[src/rtl/instruction_encoder.sv]
// instruction_encoder: packs an immediate plus register fields into one RV32 instruction word,
// or into a LUI/ADDI pair for a load-constant (LI) request.
// Optional feature macro: LI_SHORT_EN (single-beat LI when one instruction suffices).
// Ports:
//   clk, rst_n            clock, asynchronous active-low reset
//   in_valid / in_ready   request handshake (ready only when idle)
//   imm_type, imm         immediate format (I,S,B,U,J,LI) and signed 64-bit immediate
//   rd, rs1, rs2, funct3, opcode  non-immediate instruction fields
//   out_valid / out_ready output beat handshake
//   instruction, range_err encoded word, and flag for an unencodable request
module instruction_encoder (
    input  logic        clk,
    input  logic        rst_n,
    input  logic        in_valid,
    output logic        in_ready,
    input  logic [2:0]  imm_type,
    input  logic [63:0] imm,
    input  logic [4:0]  rd,
    input  logic [4:0]  rs1,
    input  logic [4:0]  rs2,
    input  logic [2:0]  funct3,
    input  logic [6:0]  opcode,
    output logic        out_valid,
    input  logic        out_ready,
    output logic [31:0] instruction,
    output logic        range_err
);
    typedef enum logic [1:0] {IDLE, EMIT, EMIT_HI, EMIT_LO} state_t;
    state_t state, next_state;
    logic [31:0] enc, lui, addi, pend_q;
    logic [19:0] hi;
    logic        err, two, fit12, fit13, fit21, fit32, li_ok;
    // an immediate fits n signed bits when bits [63:n-1] are all equal
    assign fit12 = (&imm[63:11]) | ~(|imm[63:11]);
    assign fit13 = (&imm[63:12]) | ~(|imm[63:12]);
    assign fit21 = (&imm[63:20]) | ~(|imm[63:20]);
    assign fit32 = (&imm[63:31]) | ~(|imm[63:31]);
    // ADDI sign-extends lo, so hi rounds up when imm[11] is set; at the top of the
    // positive range that rounding would wrap hi to a negative value
    assign hi    = imm[31:12] + {19'd0, imm[11]};
    assign li_ok = fit32 & (imm[31:11] != 21'h0FFFFF);
    assign lui   = {hi, rd, 7'b0110111};
    assign addi  = {imm[11:0], rd, 3'b000, rd, 7'b0010011};
    always_comb begin
        enc = '0;
        err = 1'b1;
        two = 1'b0;
        case (imm_type)
            3'd0: begin
                err = ~fit12;
                enc = {imm[11:0], rs1, funct3, rd, opcode};
            end
            3'd1: begin
                err = ~fit12;
                enc = {imm[11:5], rs2, rs1, funct3, imm[4:0], opcode};
            end
            3'd2: begin
                err = imm[0] | ~fit13;
                enc = {imm[12], imm[10:5], rs2, rs1, funct3, imm[4:1], imm[11], opcode};
            end
            3'd3: begin
                err = (|imm[11:0]) | ~fit32;
                enc = {imm[31:12], rd, opcode};
            end
            3'd4: begin
                err = imm[0] | ~fit21;
                enc = {imm[20], imm[10:1], imm[11], imm[19:12], rd, opcode};
            end
            3'd5: begin
                err = ~li_ok;
`ifdef LI_SHORT_EN
                enc = fit12 ? {imm[11:0], 5'd0, 3'b000, rd, 7'b0010011} : lui;
                two = ~fit12 & (|imm[11:0]);
`else
                enc = lui;
                two = 1'b1;
`endif
            end
            default: ;
        endcase
        if (err) begin
            enc = '0;
            two = 1'b0;
        end
    end
    always_ff @(posedge clk or negedge rst_n)
        if (!rst_n) state <= IDLE;
        else        state <= next_state;
    always_comb begin
        next_state = state;
        case (state)
            IDLE:    next_state = in_valid ? (two ? EMIT_HI : EMIT) : IDLE;
            EMIT:    next_state = out_ready ? IDLE : EMIT;
            EMIT_HI: next_state = out_ready ? EMIT_LO : EMIT_HI;
            EMIT_LO: next_state = out_ready ? IDLE : EMIT_LO;
            default: next_state = IDLE;
        endcase
    end
    always_comb begin
        in_ready  = state == IDLE;
        out_valid = state != IDLE;
    end
    // the ADDI half of an LI is captured at acceptance and swapped in after the LUI beat
    always_ff @(posedge clk or negedge rst_n)
        if (!rst_n) begin
            instruction <= '0;
            range_err   <= 1'b0;
            pend_q      <= '0;
        end else if (in_valid && in_ready) begin
            instruction <= enc;
            range_err   <= err;
            pend_q      <= addi;
        end else if (state == EMIT_HI && out_ready) begin
            instruction <= pend_q;
        end
endmodule
[config.mk]
export PLATFORM = sky130hd
export DESIGN_NAME = instruction_encoder
export DESIGN_NICKNAME = d
export VERILOG_FILES = /design/src/rtl/instruction_encoder.sv
export SDC_FILE = /design/constraint.sdc
export NUM_CORES = 1
export LEC_CHECK = 0
export ABC_AREA = 0
export BUFFER_PORTS_ARGS = -buffer_cell sky130_fd_sc_hd__buf_2
export CAP_MARGIN = 20
export CORE_MARGIN = 2
export CORE_UTILIZATION = 51
export CTS_CLUSTER_SIZE = 24
export DETAILED_ROUTE_END_ITERATION = 7
export PLACE_DENSITY = 0.81
export SKIP_LAST_GASP = 1
export SLEW_MARGIN = 20
export SYNTH_ARGS = -nofsm -noshare
export SYNTH_HDL_FRONTEND = slang
export SYNTH_SLANG_ARGS = --single-unit
[constraint.sdc]
create_clock -name clk -period 2.1 [get_ports clk]
set_input_delay 0.42 -clock clk [delete_from_list [all_inputs] [get_ports clk]]
set_output_delay 0.42 -clock clk [all_outputs]
set_load 0.02 [all_outputs]
[Yosys cells after proc, flatten, opt, wreduce, memory -nomap -nowiden]
Index checks and enable logic that the tools add are counted.
Storage, ports and cells
  register bits: 60
  input bits: 96
  output and inout port bits: 35
  word-level logic and storage cells: 60
Cells by class
  add/sub/neg operators: 1
  eq/ne operators: 9
  mux-type cells: 13
  bitwise gates (word level): 17
  reduce and logical (&&, ||, !) cells: 16
Operators by type and width (number)
  $pmux 32 s6: 1
  $mux 32: 3
  $reduce_and 53->1: 1
  $reduce_or 53->1: 1
  $reduce_and 52->1: 1
  $reduce_or 52->1: 1
  $reduce_and 44->1: 1
  $reduce_or 44->1: 1
  $reduce_and 33->1: 1
  $reduce_or 33->1: 1
  $ne 21x20->1 const B: 1
  $add 20x1->20: 1
  $reduce_or 12->1: 1
  $not 1->1: 9
  $pmux 2 s4: 1
  $or 1x1->1: 7
  $eq 3x2->1 const B: 2
  $eq 3x3->1 const B: 2
  $mux 2: 3
  $pmux 1 s5: 1
  $eq 2x2->1 const B: 2
  $mux 1: 4
  $reduce_bool 2->1: 2
  $eq 3x1->1 const B: 1
  other kinds (6): 7

[Longest topological paths before layout]
Gate-level depths: netlist of run 1.
  depth in word-level cells: 10
  mapped depth: 10
  depth with buffers taken out: 9

[Least setup slack after synthesis of run 1]
No wires, ideal clock.
  path kind: input to register
  from: in imm[32]
  to: reg instruction[23]
  library setup time: 0.092 ns
  data arrival time: 2.499 ns
  setup slack: -0.491 ns
  stages: 9
  path buffers: 2
  cells stage by stage: nor4_1 -> nand4_1 -> or3_4 -> nor4_2 -> o22ai_1 -> or4b_1 -> buf_2 -> buf_6 -> o31ai_2
Between the ends
  cells in the longest elaborated chain, start to end: 8
  elaborated cells on any way between the ends: 28
RTL lines
  start: declaration: line 17  | input logic [63:0] imm,
  $reduce_or 52->1 (tied with other cells): line 35  | assign fit13 = (&imm[63:12]) | ~(|imm[63:12]);
  $not 1->1, on equally long branches: line 35, 36, 37
  $or 1x1->1, on equally long branches: line 35, 36, 37
  $not 1->1 (tied with other cells): line 58  | err = imm[0] | ~fit13;
  $or 1x1->1 (tied with other cells): line 58
  $pmux 1 s5 (*): line 48  | case (imm_type)
  $mux 32 (*): line 81  | if (err) begin
  $mux 32 (*): line 109  | end else if (in_valid && in_ready) begin
  end signal: assignment: line 110  | instruction <= enc;
  end signal: assignment: line 114  | instruction <= pend_q;
  end: declaration: line 25  | output logic [31:0] instruction,
Every way passes the cells marked *; elsewhere a longest branch is shown, timed or not.
A chain may end at the register's enable or synchronous reset.

[Final worst setup path of run 1]
  from: in imm[47]
  to: reg instruction[21]
Same word-level chain as after synthesis.

==> results of run 1 <==
## routing by layer
| layer | share of wire | GRT usage | up-vias |
|---|---|---|---|
| met5 | 0 | 0 | - |
| met4 | 0.027 | 0.0950 | 0 |
| met3 | 0.056 | 0.0286 | 30 |
| met2 | 0.49 | 0.516 | 187 |
| met1 | 0.42 | 0.407 | 2108 |
| li1 | - | - | 2111 |
## power by group
group / total (W) / internal, W / leakage, nW / switching (W)
sequential: 0.00138 / 0.00126 / 0.664 / 0.000117
combinational: 0.00142 / 0.000574 / 1.75 / 0.000847
clock: 0.000598 / 0.000236 / 0.0374 / 0.000362
total: 0.00340 / 0.00207 / 2.45 / 0.00133
## repair_timing
action / in CTS / in global routing
hold buffers: 0 / 0
gates resized for setup: 28 / 19
pin swaps: 6 / 6
gates cloned: 0 / 2
endpoints found under the setup margin: 33 / 34
buffers inserted: 1 / 1
## placed cells by master, fill, tap and decap left out, types with 7 or more instances in the layout
cell type,synthesis,final
mux2_2,8,8
o22ai_1,9,8
nor3_1,8,8
nor2_1,35,35
nor2b_1,15,15
nand4_1,12,12
o31ai_4,0,8
dfrtp_1,53,53
buf_4,0,73
o21ai_1,9,15
buf_6,1,8
nand2_1,89,89
a21oi_1,46,46
a31oi_1,7,7
nor4_1,14,7
buf_2,5,122
nand3_1,11,11
o21ai_0,22,12
## state kept, by name (all words and copies together), names as in the netlist
signal / flops
instruction: 32
range_err: 1
state: 2
pend_q: 18
## critical path: stages
cell and delay (ns):
buf_2 0.13, nor4_4 0.27, nand2_1 0.08, or3_4 0.43
nor3_1 0.22, o22ai_2 0.11, or4b_4 0.61, buf_12 0.19
o31ai_2 0.19
## stage by stage
| step | hold WS (ns) | instances | worst slack, ns |
|---|---|---|---|
| after detailed placement | 0.450 | 743 | -0.731 |
| after floorplan | 0.124 | 474 | -0.416 |
| after global placement | 0.443 | 743 | -0.633 |
| after CTS | 0.238 | 752 | -0.302 |
| after global routing | 0.278 | 755 | -0.398 |
| final | 0.212 | 755 | -0.331 |
## layout make-up
type                            instances  area share
Clock buffer                            6      0.0135
Multi-Input combinational cell        381       0.454
Clock inverter                          2     0.00280
Sequential cell                        53       0.247
Tap cell                               99      0.0231
Inverter                                5     0.00350
Timing Repair Buffer                  209       0.256
## final timing paths
path | from | to | slack [ns] | depth (start not counted)
max | imm[47] | instruction[21] | -0.33 | 9
min | rst_n | pend_q[30] | 0.21 | 2
max reg2reg | state[1] | instruction[21] | 0.01 | 7
min reg2reg | pend_q[24] | pend_q[24] | 0.47 | 2
max in group asynchronous | rst_n | instruction[9] | 1.43 | 2
min in group clk | out_ready | state[0] | 0.30 | 2
## cell families (layout without fill, tap and decap cells)
logic type      count (synthesis)  count (layout)  synth area share
simple gates                  206             206             0.263
compound gates                152             152             0.272
flops                          53              53             0.357
buf+inv                        40             222            0.0442
xor+xnor                       11              11            0.0260
mux                             9               9            0.0270
fa+ha+maj                       3               3            0.0101
==> flow_metrics.py, run 1 <==
metrics = {
    "synthesis": {
        "synth_seq_cells": 53,
        "synth_cells": 474,
        "yosys.area.top_type_share": 0.357,
        "syn_avg_cell_area_um2": 7.83,
        "synth_area_um2": 3710,
        "synth-edff-count": 0,
        "synthArstFlopShare": 1.00,
        "ys_top_cells_by_area": "dfrtp_1, nand2_1, a21oi_1",
        "synth_cell_type_count": 56,
        "synth-seq-area-share": 0.357,
        "syn_nets": 573,
        "ys_warn_count": 0,
        "synth_largest_area_cell": "dfrtp_1",
        "synth_ff_type": "dfrtp_1",
        "synthTopCellsByCount": "nand2_1, dfrtp_1, a21oi_1, nor2_1, clkbuf_1",
        "yosys.cell_count.top_type": "nand2_1",
    },
    "clock_network": {
        "cts.sinks": 53,
        "cts_buffers": 5,
        "clockBufferDepth": 2,
        "cts_tree": "built",
        "cts.clk_slew.worst_paths_ns": 0.10,
        "clock_latency_ns": 0.32,
        "cts_root_buf": "clkbuf_8",
        "htreeDepth": 2,
    },
    "floorplan": {
        "pin_count": 131,
        "die-height_um": 89.3,
        "num_rows": 31,
        "coreArea_um2": 7140,
        "start_util": 0.520,
        "die_area_um2": 7970,
        "die_w_um": 89.3,
    },
    "timing": {
        "tns_ns": -8.75,
        "min_period_ns": 2.43,
        "period_share": 1.16,
        "setup_ws_ns": -0.331,
        "hold_viol": 0,
        "setup_viol_count_final": 33,
        "worst_pin_slew_ns": 0.681,
        "finClkSkew_ns": 0.00787,
        "rsz0062_at_grt": "true",
        "max_freq_mhz": 411,
        "maxSlewHeadroom": 0.546,
        "final-max-slew-violation-count": 0,
    },
    "detailed_routing": {
        "vias": 4436,
        "drc": 0,
        "postRouteAntennaNets": 0,
        "drtPass1Iterations": 5,
        "drtIter0Drc": 296,
        "routed_wl_um": 12700,
        "viasPerCell": 5.88,
        "routedWlPerCell_um": 16.8,
    },
    "setup_path": {
        "cp-start-kind": "primary input",
        "required_ns": 2.33,
        "cp.arrival_ns": 2.66,
        "crit_path_max_fanout": 7,
        "cp-end-kind": "flip-flop",
        "worstSetupPathType": "primary input to flip-flop",
    },
    "layout": {
        "multi_input_area_um2": 2440,
        "design_area_um2": 5370,
        "syn2layout_area_growth_pct": 44.6,
        "seq_area_um2": 1330,
        "nFillCells": 590,
        "antenna_cells": 0,
        "drive_gt1_frac": 0.390,
        "nets": 754,
        "utilization": 0.752,
    },
    "flow_run": {
        "drv_cap": 0,
    },
    "placed_design": {
        "port_buffers": 130,
        "place_hpwl_um": 9370,
        "placed_area_um2": 4980,
        "gp_congestion": 0.940,
    },
    "global_route": {
        "grt_pass1_vias": 3982,
        "grt_overflow_total": 0,
        "grt_max_degree": 56,
        "antenna_found_initial": 0,
        "track_usage": 0.304,
        "grt_pass1_wl_um": 19100,
    },
    "power_and_ir_drop": {
        "ir_drop_mv": 0.323,
        "powerDensity_nw_per_um2": 634,
        "p_total_w": 0.00340,
        "leakage_nw": 2.45,
    },
    "hold_path": {
        "holdCritPathClass": "primary input to asynchronous set/reset pin",
    },
    "run_status": {
        "violations": "setup timing",
        "outcome": "complete, but fails checks",
    },
}
No activity file was read; power rests on OpenSTA's default activity.
==> run 2: changes to the inputs <==
==> constraint.sdc (replaced) <==
create_clock -name clk -period 2.3 [get_ports clk]
set_input_delay 0.46 -clock clk [delete_from_list [all_inputs] [get_ports clk]]
set_output_delay 0.46 -clock clk [all_outputs]
set_load 0.02 [all_outputs]
==> run 2 against run 1 <==
  * The run still ends with setup timing left
  * Via count decreased by 0.83%
  * Combinational power decreased by 9.9%
  * Cell count decreased by 0.93%
  * Critical endpoint is now instruction[17]
==> flow_metrics.py, run 2 (synthesized netlist as in run 1, its figures left out) <==
metrics = {
    "run_status": {
        "outcome": "complete, but fails checks",
        "violations": "setup timing",
    },
    "floorplan": {
        "die_w_um": 89.3,
        "die-height_um": 89.3,
        "die_area_um2": 7970,
        "start_util": 0.520,
        "num_rows": 31,
        "pin_count": 131,
        "coreArea_um2": 7140,
    },
    "layout": {
        "seq_area_um2": 1330,
        "multi_input_area_um2": 2400,
        "nFillCells": 587,
        "syn2layout_area_growth_pct": 41.8,
        "max_flop_register": "instruction",
        "layout_common_cells": "buf_2, nand2_1, buf_4, dfrtp_1, a21oi_1",
        "utilization": 0.738,
        "largest_reg_flops": 32,
        "final_common_cell": "buf_2",
        "top_regs": "instruction (32), pend_q (18), state (2)",
        "antenna_cells": 0,
        "nets": 747,
        "drive_gt1_frac": 0.385,
    },
    "placed_design": {
        "place_hpwl_um": 9280,
        "port_buffers": 130,
        "gp_congestion": 0.988,
    },
    "clock_network": {
        "clock_latency_ns": 0.30,
        "cts.sinks": 53,
        "cts_tree": "built",
        "clockBufferDepth": 2,
        "htreeDepth": 2,
        "cts_buffers": 5,
        "ctsHoldBuffers": 0,
        "cts_root_buf": "clkbuf_8",
        "cts.clk_slew.worst_paths_ns": 0.10,
    },
    "setup_path": {
        "slowest_stage": "or4b_4",
        "cp-end-kind": "flip-flop",
        "required_ns": 2.51,
        "cp.depth": 9,
        "cp-endpoint": "instruction[17]",
        "rr_startpoint": "state[0]",
        "worstSetupPathType": "primary input to flip-flop",
        "crit_chain": "buf_8, nor4_4, nand4_1, or3_4, nor3_1, o22ai_1, or4b_4, buf_12, o31ai_2",
        "cp.arrival_ns": 2.70,
        "setup.worst_path.start": "imm[35]",
        "crit_path_max_fanout": 7,
        "worst-path-buf-inv": 2,
        "r2r_cells": 7,
        "r2r_end": "instruction[17]",
        "path_delay_family": "simple AND/OR/NAND/NOR gates",
        "cp-start-kind": "primary input",
        "crit_path_max_incr_delay_ns": 0.61,
        "r2r_slack_ns": 0.18,
    },
    "power_and_ir_drop": {
        "p_total_w": 0.00307,
        "leakage_nw": 2.41,
        "powerDensity_nw_per_um2": 583,
        "ir_drop_mv": 0.322,
    },
    "global_route": {
        "grt_pass1_vias": 4171,
        "track_usage": 0.313,
        "grt_pass1_wl_um": 19600,
        "grt_max_degree": 54,
        "grt_overflow_total": 0,
        "antenna_found_initial": 0,
    },
    "hold_path": {
        "holdCritPathClass": "primary input to asynchronous set/reset pin",
    },
    "timing": {
        "maxSlewHeadroom": 0.546,
        "period_share": 1.08,
        "min_period_ns": 2.49,
        "worst_hold_slack_ns": 0.264,
        "worst_pin_slew_ns": 0.681,
        "finClkSkew_ns": 0.00847,
        "max_freq_mhz": 402,
        "setup_ws_ns": -0.188,
        "rsz0062_at_grt": "true",
        "final-max-slew-violation-count": 0,
        "hold_viol": 0,
        "tns_ns": -4.32,
        "setup_viol_count_final": 33,
    },
    "detailed_routing": {
        "drtIter0Drc": 382,
        "drc": 0,
        "postRouteAntennaNets": 0,
        "drtPass1Iterations": 5,
        "routedWlPerCell_um": 16.9,
        "viasPerCell": 5.88,
        "routed_wl_um": 12600,
        "vias": 4399,
    },
    "flow_run": {
        "drv_cap": 0,
    },
}
run 2: changes by cell type in the layout (fill, tap and decap cells not counted), moves of 2 or more:
cell,before,now
buf_2,122,124
o31ai_2,3,6
o31ai_1,2,4
o31ai_4,8,3
buf_4,73,67
buf_6,8,5
run 2: final cells by class:
class	instances	share of cell area
clock buffer	6	0.0138
clock inverter	2	0.00285
inverter	5	0.00357
multi-input combinational	381	0.457
sequential	53	0.252
tap	99	0.0235
timing repair buffer	202	0.247
run 2: layer usage:
layer	track usage	part of all wire
met5	0	0
met4	0.111	0.028
met3	0.0268	0.069
met2	0.525	0.49
met1	0.423	0.41
run 2: worst min path at each step:
stage	from	end	slack, ns
global route	rst_n	pend_q[30]	0.34
global placement	pend_q[24]	pend_q[24]	0.44
CTS	rst_n	pend_q[30]	0.28
detailed placement	pend_q[22]	pend_q[22]	0.45
finish	rst_n	instruction[29]	0.26
floorplan	rst_n	instruction[0]	0.16
run 2: worst register-to-register path, delay by kind of cell, from the launching register on:
family / cells / cell delay, ns
and+or+nand+nor: 3 / 0.95
DFF: 1 / 0.44
AOI/OAI and AO/OA: 3 / 0.44
buffers and inverters: 1 / 0.19
run 2: repair_timing:
item / in CTS / in global routing
endpoints found under the setup margin: 33 / 33
buffers inserted: 1 / 0
pin swaps: 5 / 4
resized for setup: 24 / 17
gates cloned: 1 / 1
run 2: stage by stage:
step,instance area (µm²),instances,setup slack [ns]
floorplan,3760,474,-0.256
global placement,4920,737,-0.485
detailed placement,4920,737,-0.576
CTS,5130,747,-0.134
global route,5260,748,-0.271
finish,5260,748,-0.188
run 2: power breakdown:
group	switching, W	internal [W]	total (W)
Clock	0.000317	0.000216	0.000533
Sequential	0.000108	0.00115	0.00126
Combinational	0.000769	0.000507	0.00128
Total	0.00119	0.00188	0.00307
==> run 3: changes to the inputs <==
--- a/config.mk
+++ b/config.mk
@@ -5,15 +5,14 @@
 export SDC_FILE = /design/constraint.sdc
 export NUM_CORES = 1
 export LEC_CHECK = 0
-export ABC_AREA = 0
+export ABC_AREA = 1
 export BUFFER_PORTS_ARGS = -buffer_cell sky130_fd_sc_hd__buf_2
 export CAP_MARGIN = 20
 export CORE_MARGIN = 2
-export CORE_UTILIZATION = 51
+export CORE_UTILIZATION = 53
 export CTS_CLUSTER_SIZE = 24
 export DETAILED_ROUTE_END_ITERATION = 7
-export PLACE_DENSITY = 0.81
-export SKIP_LAST_GASP = 1
+export PLACE_DENSITY = 0.82
 export SLEW_MARGIN = 20
 export SYNTH_ARGS = -nofsm -noshare
 export SYNTH_HDL_FRONTEND = slang
==> run 3 against run 2 <==
  * The flow now finishes without violations
  * Critical path depth rose by 4
  * Register-to-register slack improved by 0.20 ns
  * Cell count rose by 27%
  * Total power rose by 17%
  * Die area rose by 12%
  * Worst hold slack got worse by 0.14 ns
  * Largest power group unchanged
==> flow_metrics.py, run 3 <==
metrics = {
    "global_route": {
        "antenna_found_initial": 0,
        "grt_max_degree": 56,
        "grt_pass1_wl_um": 23900,
        "track_usage": 0.338,
        "grt_pass1_vias": 4942,
        "grt_overflow_total": 0,
    },
    "placed_design": {
        "gp_congestion": 0.926,
        "port_buffers": 130,
        "place_hpwl_um": 11800,
    },
    "setup_path": {
        "worstSetupPathType": "primary input to flip-flop",
        "cp-start-kind": "primary input",
        "cp-end-kind": "flip-flop",
        "cp.arrival_ns": 2.16,
        "required_ns": 2.53,
        "crit_path_max_fanout": 25,
    },
    "clock_network": {
        "cts_tree": "built",
        "cts.clk_slew.worst_paths_ns": 0.11,
        "cts.sinks": 53,
        "cts_setup_buffers": 0,
        "post_cts_resized": 0,
        "cts_buffers": 5,
        "ctsHoldBuffers": 0,
        "htreeDepth": 2,
        "clock_latency_ns": 0.32,
        "clockBufferDepth": 2,
        "cts_root_buf": "clkbuf_8",
    },
    "detailed_routing": {
        "drtIter0Drc": 427,
        "postRouteAntennaNets": 0,
        "routed_wl_um": 14800,
        "vias": 5360,
        "drc": 0,
        "routedWlPerCell_um": 15.6,
        "viasPerCell": 5.63,
        "drtPass1Iterations": 6,
    },
    "synthesis": {
        "synthArstFlopShare": 1.00,
        "syn_nets": 809,
        "synth_seq_cells": 53,
        "synth_cells": 710,
        "yosys.cell_count.top_type": "nand2_1",
        "synth_area_um2": 4340,
        "ys_warn_count": 0,
        "synth-edff-count": 0,
        "syn_avg_cell_area_um2": 6.11,
        "ys_top_cells_by_area": "dfrtp_1, nand2_1, nor2_1",
        "synth-seq-area-share": 0.306,
        "synth_ff_type": "dfrtp_1",
        "yosys.area.top_type_share": 0.306,
        "synth_largest_area_cell": "dfrtp_1",
        "synthTopCellsByCount": "nand2_1, nor2_1, inv_1, dfrtp_1, o21ai_0",
        "synth_cell_type_count": 34,
    },
    "run_status": {
        "outcome": "finished, final reports clean",
    },
    "timing": {
        "worst_pin_slew_ns": 0.589,
        "rsz0062_at_grt": "false",
        "tns_ns": 0,
        "worst_hold_slack_ns": 0.123,
        "max_freq_mhz": 517,
        "final-max-slew-violation-count": 0,
        "setup_viol_count_final": 0,
        "hold_viol": 0,
        "finClkSkew_ns": 0.0153,
        "min_period_ns": 1.93,
        "period_share": 0.841,
        "maxSlewHeadroom": 0.607,
    },
    "power_and_ir_drop": {
        "leakage_nw": 2.60,
        "powerDensity_nw_per_um2": 675,
        "power_switching_w": 0.00151,
        "power_frac_clock": 0.189,
        "intPower_w": 0.00209,
        "ir_drop_mv": 0.458,
        "swShare": 0.419,
        "seqPwrFrac": 0.398,
        "pwr-share-comb": 0.414,
    },
    "layout": {
        "nets": 945,
        "max_flop_register": "instruction",
        "antenna_cells": 0,
        "top_regs": "instruction (32), pend_q (18), state (2)",
        "nFillCells": 803,
        "layout_common_cells": "nand2_1, nor2_1, buf_2, inv_1",
        "syn2layout_area_growth_pct": 22.8,
        "largest_reg_flops": 32,
        "drive_gt1_frac": 0.221,
        "final_common_cell": "nand2_1",
    },
    "floorplan": {
        "coreArea_um2": 8090,
        "pin_count": 131,
        "die_area_um2": 8930,
        "die_w_um": 94.5,
        "die-height_um": 94.5,
        "num_rows": 33,
        "start_util": 0.536,
    },
    "flow_run": {
        "drv_cap": 0,
    },
    "hold_path": {
        "holdCritPathClass": "primary input to asynchronous set/reset pin",
    },
}
run 3: power by group through the flow:
stage | sequential (W) | combinational, W | clock, W
floorplan | 0.00168 | 0.000642 | 0
global placement | 0.00142 | 0.00144 | 0
detailed placement | 0.00144 | 0.00148 | 0
CTS | 0.00143 | 0.00148 | 0.000688
global route | 0.00146 | 0.00166 | 0.000727
finish | 0.00143 | 0.00149 | 0.000679
run 3: cell type report:
cell class              count  area [µm²]  area share
well taps                 105         131      0.0247
inverters                  73         274      0.0514
clock buffers               5        68.8      0.0129
multi-input cells         561        2620       0.491
repair buffers            152         866       0.162
clock inverters             3        47.5     0.00892
flip-flops and latches     53        1330       0.249
run 3: path summary, 6_finish.rpt:
check | cells after the start | slack, ns | start | end
max in group asynchronous | 2 | 1.60 | rst_n | pend_q[27]
setup reg to reg | 8 | 0.38 | state[1] | instruction[20]
hold / removal | 1 | 0.12 | rst_n | state[1]
min in group clk | 3 | 0.39 | opcode[3] | instruction[3]
setup / recovery | 13 | 0.37 | imm[12] | instruction[31]
hold reg to reg | 1 | 0.48 | pend_q[4] | pend_q[4]
run 3: worst max-delay path: stages:
cell     delay (ns)
buf_2          0.10
ha_1           0.22
nand3_2        0.15
nor3_2         0.20
nand2_2        0.09
nor2_1         0.10
nand2_1        0.09
nand3_2        0.10
nand2_2        0.07
nor2_4         0.10
buf_12         0.17
nand4_1        0.10
a21oi_1        0.17
run 3: through the flow:
step | power (W) | utilization | worst slack, ns | instance area [µm²] | std cells
3_3_place_gp | 0.00287 | 0.644 | 0.0838 | 5210 | 944
5_1_grt | 0.00385 | 0.658 | 0.0910 | 5330 | 952
3_5_place_dp | 0.00292 | 0.644 | 0.0264 | 5210 | 944
6_report | 0.00360 | 0.658 | 0.366 | 5330 | 952
2_1_floorplan | 0.00232 | - | 0.319 | 4340 | 710
4_1_cts | 0.00359 | 0.658 | 0.352 | 5330 | 952
run 3: kinds of logic (layout without fill, tap and decap cells):
| group | count (synthesis) | in the layout | share of synthesized area |
|---|---|---|---|
| compound gates | 130 | 130 | 0.165 |
| simple gates | 428 | 428 | 0.429 |
| buf+inv | 96 | 233 | 0.0920 |
| fa+ha+maj | 3 | 3 | 0.00865 |
| flops | 53 | 53 | 0.306 |
run 3: per-layer routing:
layer	GRT usage	part of all wire	wire, µm	up-vias
met3	0.0551	0.073	1080	25
met1	0.450	0.44	6480	2490
met5	0	0	0	-
met2	0.565	0.47	6900	227
li1	-	-	-	2618
met4	0.105	0.024	359	0
